==> src/rtl/drum_compressor_scheduler.sv <==
// Purpose : round-robin arbiter sharing one compression level detector among NUM_CH drum pads.
// Latency : request seen in IDLE at t -> det_start t+1 -> ch_ack t+5 (timeout: ch_ack t+2+TIMEOUT).
// Backpressure: one transaction in flight; other requesters wait, held ch_req is re-arbitrated after ack.
// Ports   : clock/reset (async active-low); ch_req/ch_level/ch_soft_limiter in, ch_ack/ch_gain/ch_err out;
//           det_start/det_input_level/det_soft_limiter/det_reset out, det_output_gain/det_done in;
//           busy, err_count (saturating timeout count).
module drum_compressor_scheduler #(
   parameter int NUM_CH  = 4,
   parameter int TIMEOUT = 16
) (
   input  logic                    clock,
   input  logic                    reset,
   input  logic [NUM_CH-1:0]       ch_req,
   input  logic [9*NUM_CH-1:0]     ch_level,
   input  logic [NUM_CH-1:0]       ch_soft_limiter,
   output logic [NUM_CH-1:0]       ch_ack,
   output logic signed [8:0]       ch_gain,
   output logic                    ch_err,
   output logic                    det_start,
   output logic signed [8:0]       det_input_level,
   output logic                    det_soft_limiter,
   output logic                    det_reset,
   input  logic signed [8:0]       det_output_gain,
   input  logic                    det_done,
   output logic                    busy,
   output logic [7:0]              err_count
);

   localparam int IW = (NUM_CH > 1) ? $clog2(NUM_CH) : 1;
   localparam int TW = $clog2(TIMEOUT);

   typedef enum logic [2:0] {IDLE, ISSUE, WAIT, RESPOND, RECOVER} state_t;

   state_t          state;
   logic [IW-1:0]   grant;
   logic [IW-1:0]   last_grant;
   logic [TW-1:0]   timer;

   logic            sel_vld;
   logic [IW-1:0]   sel_idx;

   // Search upward from the channel after the last one served, wrapping,
   // so every persistent requester is reached within NUM_CH grants.
   always_comb begin
      sel_vld = 1'b0;
      sel_idx = '0;
      for (int k = 1; k <= NUM_CH; k++) begin
         if (!sel_vld && ch_req[(int'(last_grant) + k) % NUM_CH]) begin
            sel_vld = 1'b1;
            sel_idx = IW'((int'(last_grant) + k) % NUM_CH);
         end
      end
   end

   always_ff @(posedge clock or negedge reset) begin
      if (!reset) begin
         state            <= IDLE;
         grant            <= '0;
         last_grant       <= IW'(NUM_CH - 1);
         timer            <= '0;
         ch_ack           <= '0;
         ch_gain          <= '0;
         ch_err           <= 1'b0;
         det_start        <= 1'b0;
         det_input_level  <= '0;
         det_soft_limiter <= 1'b0;
         // Held high through reset so the detector's synchronous state is
         // cleared on the first edge after release.
         det_reset        <= 1'b1;
         busy             <= 1'b0;
         err_count        <= '0;
      end else begin
         // Pulse outputs default low; the transitions below raise them for one cycle.
         det_start <= 1'b0;
         det_reset <= 1'b0;
         ch_ack    <= '0;
         ch_err    <= 1'b0;
         case (state)
            IDLE: begin
               if (sel_vld) begin
                  grant            <= sel_idx;
                  det_input_level  <= ch_level[9*int'(sel_idx) +: 9];
                  det_soft_limiter <= ch_soft_limiter[sel_idx];
                  det_start        <= 1'b1;
                  busy             <= 1'b1;
                  state            <= ISSUE;
               end else begin
                  busy <= 1'b0;
               end
            end
            ISSUE: begin
               timer <= '0;
               state <= WAIT;
            end
            WAIT: begin
               // done is tested first so it wins over a coincident timeout.
               if (det_done) begin
                  ch_gain <= det_output_gain;
                  ch_ack  <= NUM_CH'(1) << grant;
                  state   <= RESPOND;
               end else if (timer == TW'(TIMEOUT - 1)) begin
                  ch_gain   <= '0;
                  ch_err    <= 1'b1;
                  ch_ack    <= NUM_CH'(1) << grant;
                  det_reset <= 1'b1;
                  if (err_count != 8'hFF) begin
                     err_count <= err_count + 8'd1;
                  end
                  state     <= RECOVER;
               end else begin
                  timer <= timer + TW'(1);
               end
            end
            RESPOND, RECOVER: begin
               last_grant <= grant;
               busy       <= 1'b0;
               state      <= IDLE;
            end
            default: begin
               busy  <= 1'b0;
               state <= IDLE;
            end
         endcase
      end
   end

endmodule

==> config.mk <==
export PLATFORM = sky130hd
export DESIGN_NAME = drum_compressor_scheduler
export DESIGN_NICKNAME = d
export VERILOG_FILES = /design/src/rtl/drum_compressor_scheduler.sv
export SDC_FILE = /design/constraint.sdc
export NUM_CORES = 1
export LEC_CHECK = 0
export ABC_AREA = 1
export BUFFER_PORTS_ARGS = -buffer_cell sky130_fd_sc_hd__buf_2
export CAP_MARGIN = 10
export CORE_MARGIN = 2
export CORE_UTILIZATION = 45
export CTS_BUF_LIST = sky130_fd_sc_hd__clkbuf_16
export CTS_CLUSTER_SIZE = 10
export DETAILED_ROUTE_END_ITERATION = 6
export GPL_ROUTABILITY_DRIVEN = 0
export HOLD_SLACK_MARGIN = 0.12
export PLACE_DENSITY = 0.76
export SYNTH_ARGS = -nofsm -noshare
export SYNTH_HDL_FRONTEND = slang
export SYNTH_SLANG_ARGS = --single-unit
==> constraint.sdc <==
create_clock -name clock -period 1.6 [get_ports clock]
set_input_delay 0.08 -clock clock [delete_from_list [all_inputs] [get_ports clock]]
set_output_delay 0.08 -clock clock [all_outputs]
set_load 0.1 [all_outputs]
==> summary.md <==
| Metric | Value |
|---|---|
| Initial core utilization | 0.469 |
| Die Area | 6440 um2 |
| Area of the multi-input gates | 1430 um2 |
| Vias per cell | 4.83 |
| RSZ-0062 raised after global routing | true |
| Synth unique cells | 33 |
| Min-Delay Endpoint | det_input_level[5] |
| Register area share after synthesis | 0.442 |
| Sink Count | 46 |
| Max IR drop VDD | 0.00150 V |
| Fill cells | 430 |
| Via count | 2759 |
| R2R Setup Slk | -0.54 ns |
| Final setup viols | 15 |
| Final #Nets | 556 |
| Clock latency on the worst-skew pair | 0.28 ns |
| Critical Path RT | 1.76 ns |
| Worst path arrival time | 2.30 ns |
| PD cells | 2410 nW/um2 |
| GRT Resource Usage Total | 0.217 |
| Most frequent CP cell | nand2_2 |
| DRT Pass-1 Iters | 4 |
| WP buf/inv | 5 |
| Flop pwr share | 0.190 |
| Max clock buf depth | 2 |
| Synthesized area | 2620 um2 |
| Layout Skew | 0.00458 ns |
| Slew @ Worst Pin | 0.576 ns |
| Outcome | complete, but fails checks |
| Antenna cell count | 0 |
| Core area | 5570 um2 |
| Detail Placement HPWL | 4.71 mm |
| CTS clk-pin slew, worst paths | 0.07 ns |
| P_leak | 2.23 nW |
| Slowest CP cell | dfstp_2 |
| Sequential Area | 1170 um2 |
| H-tree depth | 2 |
| Worst min path class | in2reg |
| Initial antenna violation count | 0 |
| Largest net degree at the start of global routing | 31 |
| Avg Cell Area, Syn | 7.45 um2 |
| Maximum clock frequency | 467 MHz |
| Final WL | 7.22 mm |
| Syn. warnings | 0 |
| I/O pin cnt | 91 |
| Post-Synthesis Cells | 351 |
| Fin worst setup slack | -0.540 ns |
| Violated checks | negative setup slack |
| Post-layout util | 0.726 |
| Total grt overflow | 0 |
| DP Worst Slack | -0.454 ns |
| Setup TNS | -5.91 ns |
| Crit path largest cell delay | 0.62 ns |
| Fin. Hold Viols | 0 |
| CTS tree | yes |
| Net Switching | 5.35 mW |
| Drt wl/cell | 12.7 um |
| Reg-to-reg startpoint | last_grant[0] |
| CP Launch Type | flop |
| Syn-to-layout area delta | 54.8% |
| Comb pwr share | 0.706 |
| DRT antenna net count | 0 |
| Num CTS Buffers | 5 |
| Max cap viols | 0 |
| Post-Syn Nets | 409 |
| Port Buffers | 90 |
| Final min period | 2.14 ns |
| CP delay by family, top | simple AND/OR/NAND/NOR gates |
| Share of cells above drive strength 1 | 0.421 |
| Number of synthesized register bits | 46 |
| Die height | 80.2 um |
| Hold path cells | 4 |
| Largest fanout on the critical path | 8 |
| Remaining DRCs | 0 |
| Crit path capture type | flop |
| Reg2reg end | det_input_level[4] |
| Max-slew violations | 0 |
| Fin crit share | 1.34 |
| Worst slew margin relative to its limit | 0.613 |
| Vias in the first global route | 2601 |
| Clock root buffer | clkbuf_16 |
| Die Wd | 80.2 um |
| Path depth of the worst reg2reg path | 14 |
| HP Start | ch_level[14] |
| First-pass GRT wire length | 11.0 mm |
| 1st-iter DRT viols | 80 |
| # rows | 27 |
| Worst Setup Path Type | reg2reg |
| Clock Power Share | 0.105 |
| Crit path cell chain | clkinv_4, nand2_2, nand2_2, nand2_2, nand2_2, buf_4, inv_2, nand3_4, nand3_4, clkbuf_16, buf_4, nand2_1, nand3_1, nand3_1 |
| Switch share | 0.549 |
| P_int | 4.39 mW |
## tightest hold or removal path: cells and delay by family
family	cells	cell delay, ns
AND/OR/NAND/NOR	3	0.22
buffers and inverters	1	0.08
## placed cells by master, fill, tap and decap left out, types with 5 or more instances in the layout
cell,count
nor2_4,6
nand4_1,11
dfrtp_2,6
clkbuf_16,6
nand2_2,21
inv_1,51
dfrtp_1,35
nand3_1,36
buf_6,5
a21oi_1,7
nand2_4,7
dlygate4sd3_1,17
buf_4,35
buf_2,90
or2_1,9
nand3_2,6
o21ai_0,10
nand2_1,91
nor2_1,6
## Yosys cell counts
master      n  area, um2
nand2_2     6       37.5
o21ai_1     1       5.00
ha_1        2       25.0
buf_6       2       22.5
a21oi_1     7       35.0
mux2_2      1       11.3
and3_1      1       6.26
nor3_2      2       20.0
inv_4       1       6.26
xor2_1      3       26.3
nor2_1      9       33.8
nand3_2     3       30.0
inv_2       3       11.3
nand3_1    42        210
dfrtp_1    43       1080
or2_1       9       56.3
nor2_2      2       12.5
a21oi_4     1       16.3
inv_1      51        191
buf_4       1       7.51
nand2_1   114        428
dfstp_2     3       78.8
o21ai_0    12       60.1
o21ai_2     1       8.76
nand4_1    11       68.8
or2_2       1       6.26
nor3_1      4       20.0
nor2_4      2       22.5
o22ai_1     1       6.26
clkbuf_1    2       7.51
xnor2_1     4       35.0
nand3b_1    1       7.51
buf_2       5       25.0
## cell type report
class / instances / area share
clock buffer: 5 / 0.0309
tap: 72 / 0.0222
multi-input combinational: 240 / 0.352
inverter: 55 / 0.0522
sequential: 46 / 0.289
timing repair buffer: 150 / 0.248
clock inverter: 3 / 0.00525
## metal layers
layer | vias to the layer above | part of all wire | track usage | wire length [um]
li1 | 1400 | - | - | -
met1 | 1271 | 0.41 | 0.260 | 2950
met2 | 77 | 0.53 | 0.393 | 3790
met3 | 11 | 0.051 | 0.0427 | 367
met4 | 0 | 0.016 | 0.0593 | 112
met5 | - | 0 | 0 | 0
## kinds of logic after synthesis
kind of cell | count (synthesis) | share of synthesized area
fa+ha+maj | 2 | 0.00957
flops | 46 | 0.442
mux | 1 | 0.00431
xor+xnor | 7 | 0.0234
compound gates | 23 | 0.0502
buf+inv | 65 | 0.104
simple gates | 207 | 0.367
## how the worst max path moves through the flow
stage                               to     startpoint  slack [ns]  depth (start not counted)
CTS                           grant[1]  last_grant[0]       -0.36                         11
floorplan           det_input_level[3]  last_grant[0]       -0.17                         14
finish              det_input_level[4]  last_grant[0]       -0.54                         14
detailed placement  det_input_level[5]  last_grant[0]       -0.45                         13
global placement    det_input_level[5]  last_grant[0]       -0.38                         10
global route        det_input_level[4]  last_grant[0]       -0.64                         14
## power groups by stage
| stage | Clock [mW] | Sequential (mW) | Combinational (mW) |
|---|---|---|---|
| final | 1.02 | 1.85 | 6.87 |
| after global placement | 0 | 1.84 | 5.69 |
| after CTS | 1.03 | 1.83 | 6.19 |
| after detailed placement | 0 | 1.84 | 5.78 |
| after floorplan | 0 | 3.73 | 2.61 |
| after global routing | 1.10 | 1.89 | 7.36 |
## flip-flops by register name (all words and copies together) (netlist names), 2 cells and up
register and flops:
det_input_level 9, err_count 8, last_grant 2, timer 4
ch_ack 4, state 3, ch_gain 9, grant 2
## per-stage QoR
| step | power, mW | cells | hold WS, ns | cell area, um2 |
|---|---|---|---|---|
| 2_1_floorplan | 6.34 | 351 | -0.216 | 2690 |
| 3_3_place_gp | 7.53 | 529 | 0.0248 | 3380 |
| 3_5_place_dp | 7.62 | 529 | 0.0228 | 3380 |
| 4_1_cts | 9.05 | 558 | 0.122 | 3820 |
| 5_1_grt | 10.4 | 571 | 0.131 | 4050 |
| 6_report | 9.74 | 571 | 0.125 | 4050 |
## timing repair
| item | CTS | global route |
|---|---|---|
| cloned | 0 | 1 |
| endpoints found under the hold margin | 59 | 0 |
| setup endpoints to repair | 18 | 36 |
| resized for setup | 22 | 32 |
| hold buffers | 17 | 0 |
| pin swaps | 9 | 12 |
| buffers inserted | 4 | 12 |
(Power assumes the default switching activity.)
